<file path="config.mk">
export PLATFORM = sky130hd
export DESIGN_NAME = seg_reader_flat
export DESIGN_NICKNAME = d
export VERILOG_FILES = /design/src/rtl/seg_reader_pkg.sv /design/src/rtl/seg_reader_if.sv /design/src/rtl/seg_pat_dec.sv /design/src/rtl/seg_reader.sv /design/src/flat_wrapper.sv
export SDC_FILE = /design/constraint.sdc
export NUM_CORES = 1
export LEC_CHECK = 0
export CAP_MARGIN = 0
export CORE_MARGIN = 2
export CORE_UTILIZATION = 38
export CTS_BUF_LIST = sky130_fd_sc_hd__clkbuf_4
export DETAILED_ROUTE_END_ITERATION = 8
export GPL_TIMING_DRIVEN = 0
export PLACE_DENSITY = 0.59
export SYNTH_ARGS = -nofsm -noshare
export SYNTH_HDL_FRONTEND = slang
export SYNTH_SLANG_ARGS = --single-unit
</file>
<file path="constraint.sdc">
create_clock -name clk -period 2.9 [get_ports clk]
set_input_delay 0.87 -clock clk [delete_from_list [all_inputs] [get_ports clk]]
set_output_delay 0.87 -clock clk [all_outputs]
set_load 0.005 [all_outputs]
</file>
<file path="src/rtl/seg_reader_pkg.sv">
// Shared constants and helpers for the seven-segment display reader.
// Holds the active-low segment patterns, the BCD width and the anode encodings.
package seg_pkg;

    localparam int BCD_W = 4;

    localparam logic [3:0] ALL_ON  = 4'b0000;
    localparam logic [3:0] ALL_OFF = 4'b1111;

    localparam logic [6:0] SEG_0 = 7'b1000000;
    localparam logic [6:0] SEG_1 = 7'b1111001;
    localparam logic [6:0] SEG_2 = 7'b0100100;
    localparam logic [6:0] SEG_3 = 7'b0110000;
    localparam logic [6:0] SEG_4 = 7'b0011001;
    localparam logic [6:0] SEG_5 = 7'b0010010;
    localparam logic [6:0] SEG_6 = 7'b0000010;
    localparam logic [6:0] SEG_7 = 7'b1111000;
    localparam logic [6:0] SEG_8 = 7'b0000000;
    localparam logic [6:0] SEG_9 = 7'b0010000;

    // All anodes low drives every digit; a single low anode selects that digit.
    function automatic logic [3:0] anode_targets(input logic [3:0] an);
        logic [3:0] low;
        logic [3:0] mask;
        low = ~an;
        mask = 4'b0000;
        if (an == ALL_ON)
            mask = 4'b1111;
        else if ((low != 4'b0000) && ((low & (low - 4'd1)) == 4'b0000))
            mask = low;
        return mask;
    endfunction

endpackage

</file>
<file path="src/rtl/seg_reader_if.sv">
// Bundle of sampled display inputs and captured digit outputs.
// The master drives the display lines; the reader is the slave.
interface seg_reader_if;
    logic [3:0]  an_in;
    logic [6:0]  seg_in;
    logic        dp_in;
    logic [15:0] digits;
    logic [3:0]  valid;
    logic [3:0]  err;
    logic        upd;

    modport master (
        output an_in, seg_in, dp_in,
        input  digits, valid, err, upd
    );

    modport slave (
        input  an_in, seg_in, dp_in,
        output digits, valid, err, upd
    );
endinterface

</file>
<file path="src/rtl/seg_pat_dec.sv">
// Combinational decoder from an active-low gfedcba pattern to a BCD value.
// o_ok is low for any pattern that is not one of the ten digit shapes.
module seg_pat_dec
    import seg_pkg::*;
(
    input  logic [6:0]       i_pat,
    output logic [BCD_W-1:0] o_val,
    output logic             o_ok
);

    always_comb begin
        o_val = '0;
        o_ok  = 1'b1;
        case (i_pat)
            SEG_0:   o_val = 4'd0;
            SEG_1:   o_val = 4'd1;
            SEG_2:   o_val = 4'd2;
            SEG_3:   o_val = 4'd3;
            SEG_4:   o_val = 4'd4;
            SEG_5:   o_val = 4'd5;
            SEG_6:   o_val = 4'd6;
            SEG_7:   o_val = 4'd7;
            SEG_8:   o_val = 4'd8;
            SEG_9:   o_val = 4'd9;
            default: o_ok  = 1'b0;
        endcase
    end

endmodule

</file>
<file path="src/rtl/seg_reader.sv">
// Reads a multiplexed four-digit seven-segment display back into BCD digits,
// capturing each pattern once it has been stable and ageing out stale digits.
module seg_reader
    import seg_pkg::*;
#(
    parameter int STABLE_CYCLES = 4,
    parameter int TIMEOUT       = 1000000
)(
    input  logic         clk,
    input  logic         rst_n,
    seg_reader_if.slave  bus
);

    localparam int SCW = $clog2(STABLE_CYCLES + 1);
    localparam int TCW = $clog2(TIMEOUT + 1);
    localparam logic [SCW-1:0] STABLE_MAX  = SCW'(STABLE_CYCLES);
    localparam logic [SCW-1:0] STABLE_PRE  = SCW'(STABLE_CYCLES - 1);
    localparam logic [TCW-1:0] TIMEOUT_PRE = TCW'(TIMEOUT - 1);
    localparam logic [10:0]    IDLE_ANSEG  = {ALL_OFF, 7'h7F};
    localparam logic [11:0]    SYNC_IDLE   = {1'b1, IDLE_ANSEG};

    logic [11:0]               r_sync1;
    logic [11:0]               r_sync2;
    logic [10:0]               r_prev;
    logic [SCW-1:0]            r_stab;
    logic [15:0]               r_digits;
    logic [3:0]                r_valid;
    logic [3:0]                r_err;
    logic                      r_upd;
    logic [3:0][TCW-1:0]       r_tcnt;

    logic [10:0]               w_cur;
    logic                      w_same;
    logic [SCW-1:0]            w_stab_next;
    logic                      w_capture;
    logic [3:0]                w_mask;
    logic [BCD_W-1:0]          w_dec_val;
    logic                      w_dec_ok;
    logic [15:0]               w_digits_next;
    logic                      w_unused_dp;

    assign w_cur       = r_sync2[10:0];
    assign w_unused_dp = r_sync2[11];
    assign w_same      = (w_cur == r_prev);
    assign w_capture   = w_same && (r_stab == STABLE_PRE);
    assign w_mask      = w_capture ? anode_targets(w_cur[10:7]) : 4'b0000;

    always_comb begin
        w_stab_next = '0;
        if (w_same)
            w_stab_next = (r_stab == STABLE_MAX) ? r_stab : r_stab + 1'b1;
    end

    seg_pat_dec u_dec (
        .i_pat (w_cur[6:0]),
        .o_val (w_dec_val),
        .o_ok  (w_dec_ok)
    );

    always_comb begin
        w_digits_next = r_digits;
        for (int i = 0; i < 4; i++)
            if (w_mask[i] && w_dec_ok)
                w_digits_next[4*i +: 4] = w_dec_val;
    end

    // Two-flop synchronizer idles at all-ones so reset looks like a blank display.
    always_ff @(posedge clk or negedge rst_n) begin
        if (!rst_n) begin
            r_sync1 <= SYNC_IDLE;
            r_sync2 <= SYNC_IDLE;
            r_prev  <= IDLE_ANSEG;
            r_stab  <= '0;
        end else begin
            r_sync1 <= {bus.dp_in, bus.an_in, bus.seg_in};
            r_sync2 <= r_sync1;
            r_prev  <= w_cur;
            r_stab  <= w_stab_next;
        end
    end

    always_ff @(posedge clk or negedge rst_n) begin
        if (!rst_n) begin
            r_digits <= '0;
            r_valid  <= '0;
            r_err    <= '0;
            r_upd    <= 1'b0;
            r_tcnt   <= '0;
        end else begin
            r_digits <= w_digits_next;
            r_upd    <= (w_digits_next != r_digits);
            for (int i = 0; i < 4; i++) begin
                if (w_mask[i])
                    r_err[i] <= !w_dec_ok;
                // A good capture beats a timeout landing on the same cycle.
                if (w_mask[i] && w_dec_ok) begin
                    r_valid[i] <= 1'b1;
                    r_tcnt[i]  <= '0;
                end else if (r_valid[i]) begin
                    r_tcnt[i] <= r_tcnt[i] + 1'b1;
                    if (r_tcnt[i] == TIMEOUT_PRE)
                        r_valid[i] <= 1'b0;
                end
            end
        end
    end

    assign bus.digits = r_digits;
    assign bus.valid  = r_valid;
    assign bus.err    = r_err;
    assign bus.upd    = r_upd;

endmodule
</file>
<file path="src/flat_wrapper.sv">
// flat-port wrapper written by rule: the top's interface ports become plain ports
module seg_reader_flat import seg_pkg::*;
#(
    parameter int STABLE_CYCLES = 4,
    parameter int TIMEOUT       = 1000000
)
  (clk, rst_n, bus_an_in, bus_seg_in, bus_dp_in, bus_digits, bus_valid, bus_err, bus_upd);
  seg_reader_if bus_i ();
  input  logic clk;
  input  logic rst_n;
  input wire logic [$bits(bus_i.an_in)-1:0] bus_an_in;
  input wire logic [$bits(bus_i.seg_in)-1:0] bus_seg_in;
  input wire logic [$bits(bus_i.dp_in)-1:0] bus_dp_in;
  output wire logic [$bits(bus_i.digits)-1:0] bus_digits;
  output wire logic [$bits(bus_i.valid)-1:0] bus_valid;
  output wire logic [$bits(bus_i.err)-1:0] bus_err;
  output wire logic [$bits(bus_i.upd)-1:0] bus_upd;
  assign bus_i.an_in = bus_an_in;
  assign bus_i.seg_in = bus_seg_in;
  assign bus_i.dp_in = bus_dp_in;
  assign bus_digits = bus_i.digits;
  assign bus_valid = bus_i.valid;
  assign bus_err = bus_i.err;
  assign bus_upd = bus_i.upd;
  seg_reader #(.STABLE_CYCLES(STABLE_CYCLES), .TIMEOUT(TIMEOUT)) u_core (.clk(clk), .rst_n(rst_n), .bus(bus_i));
endmodule
</file>
==> results of run 1 <==
-- power groups by stage --
| stage | clock network (mW) | registers, mW | logic [mW] |
|---|---|---|---|
| after global routing | 1.39 | 2.04 | 0.126 |
| after global placement | 0 | 2.06 | 0.107 |
| final | 1.23 | 2.03 | 0.109 |
| after CTS | 1.29 | 2.03 | 0.115 |
| after floorplan | 0 | 2.06 | 0.0450 |
| after detailed placement | 0 | 2.07 | 0.114 |
-- sequential cells by signal, indices dropped and copies added (netlist names) --
signal	flops
u_core.bus.digits	16
u_core.bus.err	4
u_core.bus.upd	1
u_core.bus.valid	4
u_core.r_prev	11
u_core.r_stab	3
u_core.r_sync1	11
u_core.r_sync2	11
u_core.r_tcnt	80
-- routing by layer --
metal / vias up / track usage, % / routed length [um]
met5: - / 0 / 0
met3: 15 / 4.27 / 517
li1: 2210 / - / -
met2: 61 / 25.3 / 6150
met1: 2219 / 19.6 / 5940
met4: 0 / 6.55 / 191
-- timing repair --
| action | 4_1_cts | 5_1_grt |
|---|---|---|
| gates resized for setup | 0 | 3 |
| setup endpoints to repair | 0 | 62 |
| setup buffers | 0 | 0 |
-- stage by stage --
step	instance area [sq um]	util [%]	hold WS (ns)	instances	TNS, ns
finish	7390	44.6	0.254	913	0
global route	7390	44.6	0.261	913	0
CTS	7380	44.5	0.248	913	0
detailed placement	7100	42.8	0.347	881	0
global placement	7070	42.7	0.348	880	-572.62
floorplan	6430	-	0.345	623	0
-- Yosys cell counts (2+ instances only) --
master,number,area [sq um]
a21oi_1,5,25.0
a222oi_1,2,20.0
and2_1,4,25.0
and3_1,13,81.3
buf_2,10,50.1
buf_6,3,33.8
clkbuf_1,9,33.8
dfrtp_1,108,2700
dfstp_2,33,867
ha_1,7,87.6
inv_1,7,26.3
mux2_2,4,45.0
mux2i_1,5,50.1
nand2_1,73,274
nand2b_1,2,12.5
nand3_1,25,125
nand3b_1,2,15.0
nand4_1,20,125
nand4b_1,6,52.6
nor2_1,110,413
nor2b_1,4,25.0
nor3_1,11,55.1
nor4_1,5,31.3
nor4b_1,5,43.8
o211ai_1,2,15.0
o21ai_0,20,100
o21ai_1,2,10.0
o21ai_2,3,26.3
o22ai_1,2,12.5
or2_2,2,12.5
or3_1,6,37.5
or4_1,3,22.5
xnor2_1,28,245
xor2_1,65,569
-- path summary, 6_finish.rpt --
check / start / to / slack, ns / cells past startpoint
max: u_core.r_sync2[5]$_DFF_PN1_ / u_core.bus.digits[12]$_DFF_PN0_ / 0.27 / 9
min: rst_n / u_core.r_tcnt[66]$_DFFE_PN0P_ / 0.25 / 1
max reg2reg: u_core.r_sync2[5]$_DFF_PN1_ / u_core.bus.digits[12]$_DFF_PN0_ / 0.27 / 9
min reg2reg: u_core.r_sync1[10]$_DFF_PN1_ / u_core.r_sync2[10]$_DFF_PN1_ / 0.36 / 0
max in group asynchronous: rst_n / u_core.r_sync1[5]$_DFF_PN1_ / 1.82 / 2
min in group clk: u_core.r_sync1[10]$_DFF_PN1_ / u_core.r_sync2[10]$_DFF_PN1_ / 0.36 / 0
-- cell type report --
type                    count  area [sq um]
clock inverters            15           145
flip-flops and latches    141          3570
fillers                  1603          9190
multi-input cells         452          2730
inverters                   7          26.3
well taps                 220           275
plain buffers              22           119
diodes                      1          2.50
clock buffers              17           128
repair buffers             38           399
-- logic make-up after synthesis --
logic type                 count (synthesis)
muxes                                      9
and+or+nand+nor                          298
AOI/OAI and AO/OA                         45
adders and majority gates                  7
buffers and inverters                     30
DFF                                      141
xor gates and xnor gates                  93
-- cells in the final DEF (no fill, tap or decap), types with 3 or more instances in the layout --
| cell | n |
|---|---|
| nor2_1 | 110 |
| dfrtp_1 | 108 |
| nand2_1 | 73 |
| xor2_1 | 65 |
| clkdlybuf4s50_1 | 36 |
| dfstp_2 | 33 |
| xnor2_1 | 28 |
| nand3_1 | 25 |
| nand4_1 | 20 |
| o21ai_0 | 20 |
| clkbuf_4 | 17 |
| and3_1 | 13 |
| buf_2 | 10 |
| nor3_1 | 8 |
| clkbuf_1 | 8 |
| inv_1 | 7 |
| ha_1 | 7 |
| nand4b_1 | 6 |
| or3_1 | 6 |
| mux2i_1 | 5 |
| nor4_1 | 5 |
| nor4b_1 | 5 |
| a21oi_1 | 5 |
| nor2b_1 | 4 |
| buf_6 | 4 |
| nor3_2 | 4 |
| and2_1 | 4 |
| mux2_2 | 4 |
| clkinv_2 | 4 |
| or4_1 | 3 |
| o21ai_2 | 3 |
| clkinv_4 | 3 |
==> results.py, run 1 <==
metrics = {
    "logic_synthesis": {
        "synthArstFlopShare_pct": 100,
        "ys_warn_count": 0,
        "syn_inst": 623,
        "syn-num-nets": 644,
        "synth.area.mux_share_pct": 1.48,
        "netlist_area_sq_um": 6430,
        "yosys.area_share.simple_pct": 22.1,
        "synth_edf_count": 0,
        "synthFlopType": "dfrtp_1",
        "synth_seq_cells": 141,
        "synth-compound-area-share_pct": 4.52,
        "synth_top_family_by_area": "simple AND/OR/NAND/NOR gates",
        "synth-seq-area-share_pct": 55.5,
        "synth_xor_area_share_pct": 12.7,
        "ys_types": 51,
        "syn_area_per_cell_sq_um": 10.3,
        "synth_fa_ha_area_share_pct": 1.36,
    },
    "floorplanning": {
        "rows": 47,
        "ios": 39,
        "coreArea_sq_um": 16600,
        "start_util_pct": 38.8,
        "die_w_um": 134,
        "design.die.area_sq_um": 18000,
        "die_y_um": 134,
    },
    "placed_design": {
        "dp_hpwl_um": 9090,
        "finalWeightedCongestion": 0.804,
        "io_buffers": 37,
        "pre_cts_ws_ns": 0.0780,
    },
    "pwr": {
        "peakVddDrop_mv": 0.230,
        "power_frac_clock_pct": 36.6,
        "powerDensity_nw_per_um2": 457,
        "p_sw_share_pct": 24.2,
        "p_sw_mw": 0.815,
        "internal_power_mw": 2.56,
        "power.leakage_nw": 3.29,
        "fin_total_pwr_mw": 3.37,
        "seqPwrFrac_pct": 60.2,
        "p_comb_share_pct": 3.2,
    },
    "layout": {
        "nets": 700,
        "drive_gt1_share_pct": 13.7,
        "syn2layout_area_growth_pct": 14.9,
    },
    "clocking": {
        "clk_latency_ns": 0.55,
        "ctsHoldBuffers": 0,
        "tritoncts": "done",
        "numCtsBuffers": 17,
        "htree_levels": 4,
        "clkTransAtPathRegs_ns": 0.13,
        "cts.path.max_buffers": 2,
        "clkSinkCount": 141,
        "cts-root-buf": "clkbuf_4",
    },
    "global_routing": {
        "antenna_found_initial": 1,
        "grt_max_degree": 86,
        "grt_pass1_wl_um": 22100,
        "first_global_vias": 4624,
        "grtUsageTotal_pct": 15.5,
        "grt_overflow": 0,
    },
    "min_path": {
        "worstHoldPathType": "primary input to asynchronous set/reset pin",
    },
    "timing": {
        "hold_viol_final": 0,
        "final.period_utilization_pct": 90.7,
        "rsz0062_at_grt": "false",
        "max_freq_ghz": 0.380,
        "worst_slack_ns": 0.271,
        "slew_headroom_pct": 42.0,
        "setup_violations": 0,
        "post-route-min-period_ns": 2.63,
        "skew_ns": 0.0158,
        "maxSlewViolCount": 0,
        "worst_pin_slew_ns": 0.865,
    },
    "route": {
        "drt_wl_total_um": 12800,
        "drtPass1Iterations": 4,
        "vias": 4505,
        "vias_per_cell": 4.93,
        "post-route-drc-count": 0,
        "drt_iter0_drc": 296,
        "wl_per_cell_um": 14.0,
        "antenna_left": 0,
    },
    "flow_run": {
        "cap_violations": 0,
    },
    "setup_path": {
        "crit_path_max_fanout": 10,
        "endpoint_kind": "flop",
        "worstPathArrival_ns": 3.04,
        "required_ns": 3.31,
        "worst-setup-path-type": "flop to flop",
        "cp_cell_sequence": "xor2_1 > nor4_1 > nand4_1 > or2_2 > buf_6 > or3_1 > buf_2 > nand2_1 > o21ai_2",
        "cpLargestDelayFamily": "simple AND/OR/NAND/NOR gates",
        "start_kind": "flop",
        "crit_buf_inv": 2,
        "cp_slowest_cell": "dfstp_2",
        "slowest_delay_ns": 0.63,
    },
    "outcome": {
        "outcome": "finished, final reports clean",
    },
}
No activity file was read; power rests on OpenSTA's default activity.
==> run 2: changes to the inputs <==
Settings changed: ABC_CLOCK_PERIOD_IN_PS set to 2900, CORE_ASPECT_RATIO set to 0.75.
==> results.py, run 2 (synthesized netlist as in run 1, its figures left out) <==
metrics = {
    "setup_path": {
        "worstPathArrival_ns": 3.05,
        "timing.rr.start": "u_core.r_sync2[5]$_DFF_PN1_",
        "endpoint_kind": "flop",
        "r2r_end": "u_core.bus.digits[12]$_DFF_PN0_",
        "crit_path_max_fanout": 10,
        "cp_slowest_cell": "dfstp_2",
        "worst-setup-path-type": "flop to flop",
        "slowest_delay_ns": 0.63,
        "r2r_slack_ns": 0.27,
        "cp_cell_sequence": "xor2_1 > nor4_1 > nand4_1 > or2_2 > buf_6 > or3_1 > buf_2 > nand2_1 > o21ai_2",
        "start_kind": "flop",
        "rr_worst_depth": 9,
        "required_ns": 3.31,
    },
    "route": {
        "post-route-drc-count": 0,
        "wl_per_cell_um": 14.3,
        "antenna_left": 0,
        "wl_met2_um": 6000,
        "drt_iter0_drc": 294,
        "drt_wl_total_um": 13000,
        "m1WireLength_um": 6220,
        "vias": 4530,
        "drtPass1Iterations": 7,
        "highest-signal-layer": "met4",
        "met3_length_um": 579,
        "vias_per_cell": 4.99,
    },
    "clocking": {
        "cts.path.max_buffers": 2,
        "htree_levels": 4,
        "clkSinkCount": 141,
        "clkTransAtPathRegs_ns": 0.12,
        "cts-root-buf": "clkbuf_4",
        "tritoncts": "done",
        "numCtsBuffers": 17,
        "clk_latency_ns": 0.54,
        "cts_setup_buffers": 0,
    },
    "timing": {
        "final.period_utilization_pct": 90.8,
        "timing.setup.tns_ns": 0,
        "skew_ns": 0.0247,
        "post-route-min-period_ns": 2.63,
        "max_freq_ghz": 0.380,
        "hold_viol_final": 0,
        "worst_pin_slew_ns": 0.704,
        "rsz0062_at_grt": "false",
        "maxSlewViolCount": 0,
        "setup_violations": 0,
        "slew_headroom_pct": 52.7,
    },
    "floorplanning": {
        "design.die.area_sq_um": 18000,
        "rows": 41,
        "die_y_um": 117,
        "coreArea_sq_um": 16700,
        "ios": 39,
        "die_w_um": 154,
        "start_util_pct": 38.6,
    },
    "outcome": {
        "outcome": "finished, final reports clean",
    },
    "layout": {
        "num_antenna_cells": 0,
        "postLayoutCellArea_sq_um": 7360,
        "final_cell_mix": "nor2_1 (110), dfrtp_1 (108), nand2_1 (73)",
        "syn2layout_area_growth_pct": 14.5,
        "drive_gt1_share_pct": 13.7,
        "nets": 700,
        "largest-register": "u_core.r_tcnt",
        "layout_commonest_cell": "nor2_1",
        "largest_reg_flops": 80,
        "fin_util_pct": 44.1,
    },
    "pwr": {
        "peakVddDrop_mv": 0.201,
        "fin_total_pwr_mw": 3.33,
        "powerDensity_nw_per_um2": 452,
        "power.leakage_nw": 3.28,
    },
    "min_path": {
        "worstHoldPathType": "primary input to asynchronous set/reset pin",
    },
    "global_routing": {
        "grtUsageTotal_pct": 15.9,
        "grt_pass1_wl_um": 22700,
        "first_global_vias": 4686,
        "grt_max_degree": 72,
        "grt_overflow": 0,
        "antenna_found_initial": 0,
    },
    "placed_design": {
        "dp_hpwl_um": 9130,
        "io_buffers": 37,
        "placed_area_sq_um": 7100,
        "finalWeightedCongestion": 0.864,
    },
    "flow_run": {
        "cap_violations": 0,
    },
}
[run 2: worst max path at each step]
stage / startpoint / end / slack [ns] / cells past startpoint
finish: u_core.r_sync2[5]$_DFF_PN1_ / u_core.bus.digits[12]$_DFF_PN0_ / 0.27 / 9
global placement: rst_n / u_core.r_tcnt[0]$_DFFE_PN0P_ / -4.46 / 1
global route: u_core.r_sync2[5]$_DFF_PN1_ / u_core.r_tcnt[2]$_DFFE_PN0P_ / 0.002 / 8
CTS: u_core.r_sync2[6]$_DFF_PN1_ / u_core.r_tcnt[33]$_DFFE_PN0P_ / 0.11 / 9
detailed placement: u_core.r_sync2[6]$_DFF_PN1_ / u_core.r_tcnt[33]$_DFFE_PN0P_ / 0.17 / 9
floorplan: u_core.r_sync2[6]$_DFF_PN1_ / u_core.bus.digits[12]$_DFF_PN0_ / 0.55 / 10
[run 2: metrics by stage]
stage / worst slack [ns] / instances / hold slack, ns
5_1_grt: 0.00174 / 907 / 0.331
2_1_floorplan: 0.549 / 623 / 0.345
3_3_place_gp: -4.46 / 875 / 0.346
6_report: 0.266 / 907 / 0.319
4_1_cts: 0.112 / 908 / 0.328
3_5_place_dp: 0.171 / 876 / 0.347
[run 2: what timing repair did]
item / 4_1_cts / 5_1_grt
setup endpoints to repair: 0 / 68
gates resized for setup: 0 / 3
hold buffers: 0 / 0
[run 2: worst max-delay path: cells and delay by family (launching register included)]
| family | cells | cell delay, ns |
|---|---|---|
| AND/OR/NAND/NOR | 5 | 1.39 |
| flip-flops | 1 | 0.63 |
| buffers and inverters | 2 | 0.35 |
| AO/OA/AOI/OAI | 1 | 0.05 |
| XOR/XNOR | 1 | 0.09 |
[run 2: area by class of cell]
class | count | area (sq um)
buffer | 22 | 119
clock buffer | 18 | 135
clock inverter | 14 | 118
fill | 1542 | 9310
inverter | 7 | 26.3
multi-input combinational | 452 | 2720
sequential | 141 | 3570
tap | 215 | 269
timing repair buffer | 38 | 399
[run 2: layer usage]
metal	vias up	GRT usage (%)
met5	-	0
met4	0	6.60
met3	14	3.93
met2	71	24.9
met1	2241	21.3
li1	2204	-
[run 2: power by group]
part	total (mW)	leakage, nW	switching [mW]	internal [mW]
clock	1.19	0.143	0.753	0.436
combinational	0.110	1.28	0.0670	0.0434
sequential	2.03	1.86	0.0218	2.01
==> run 3: changes to the inputs <==
Settings changed: SKIP_LAST_GASP set to 1.
==> results of run 3 <==
No change in the layout: final DEF, timing and power equal those of run 2.
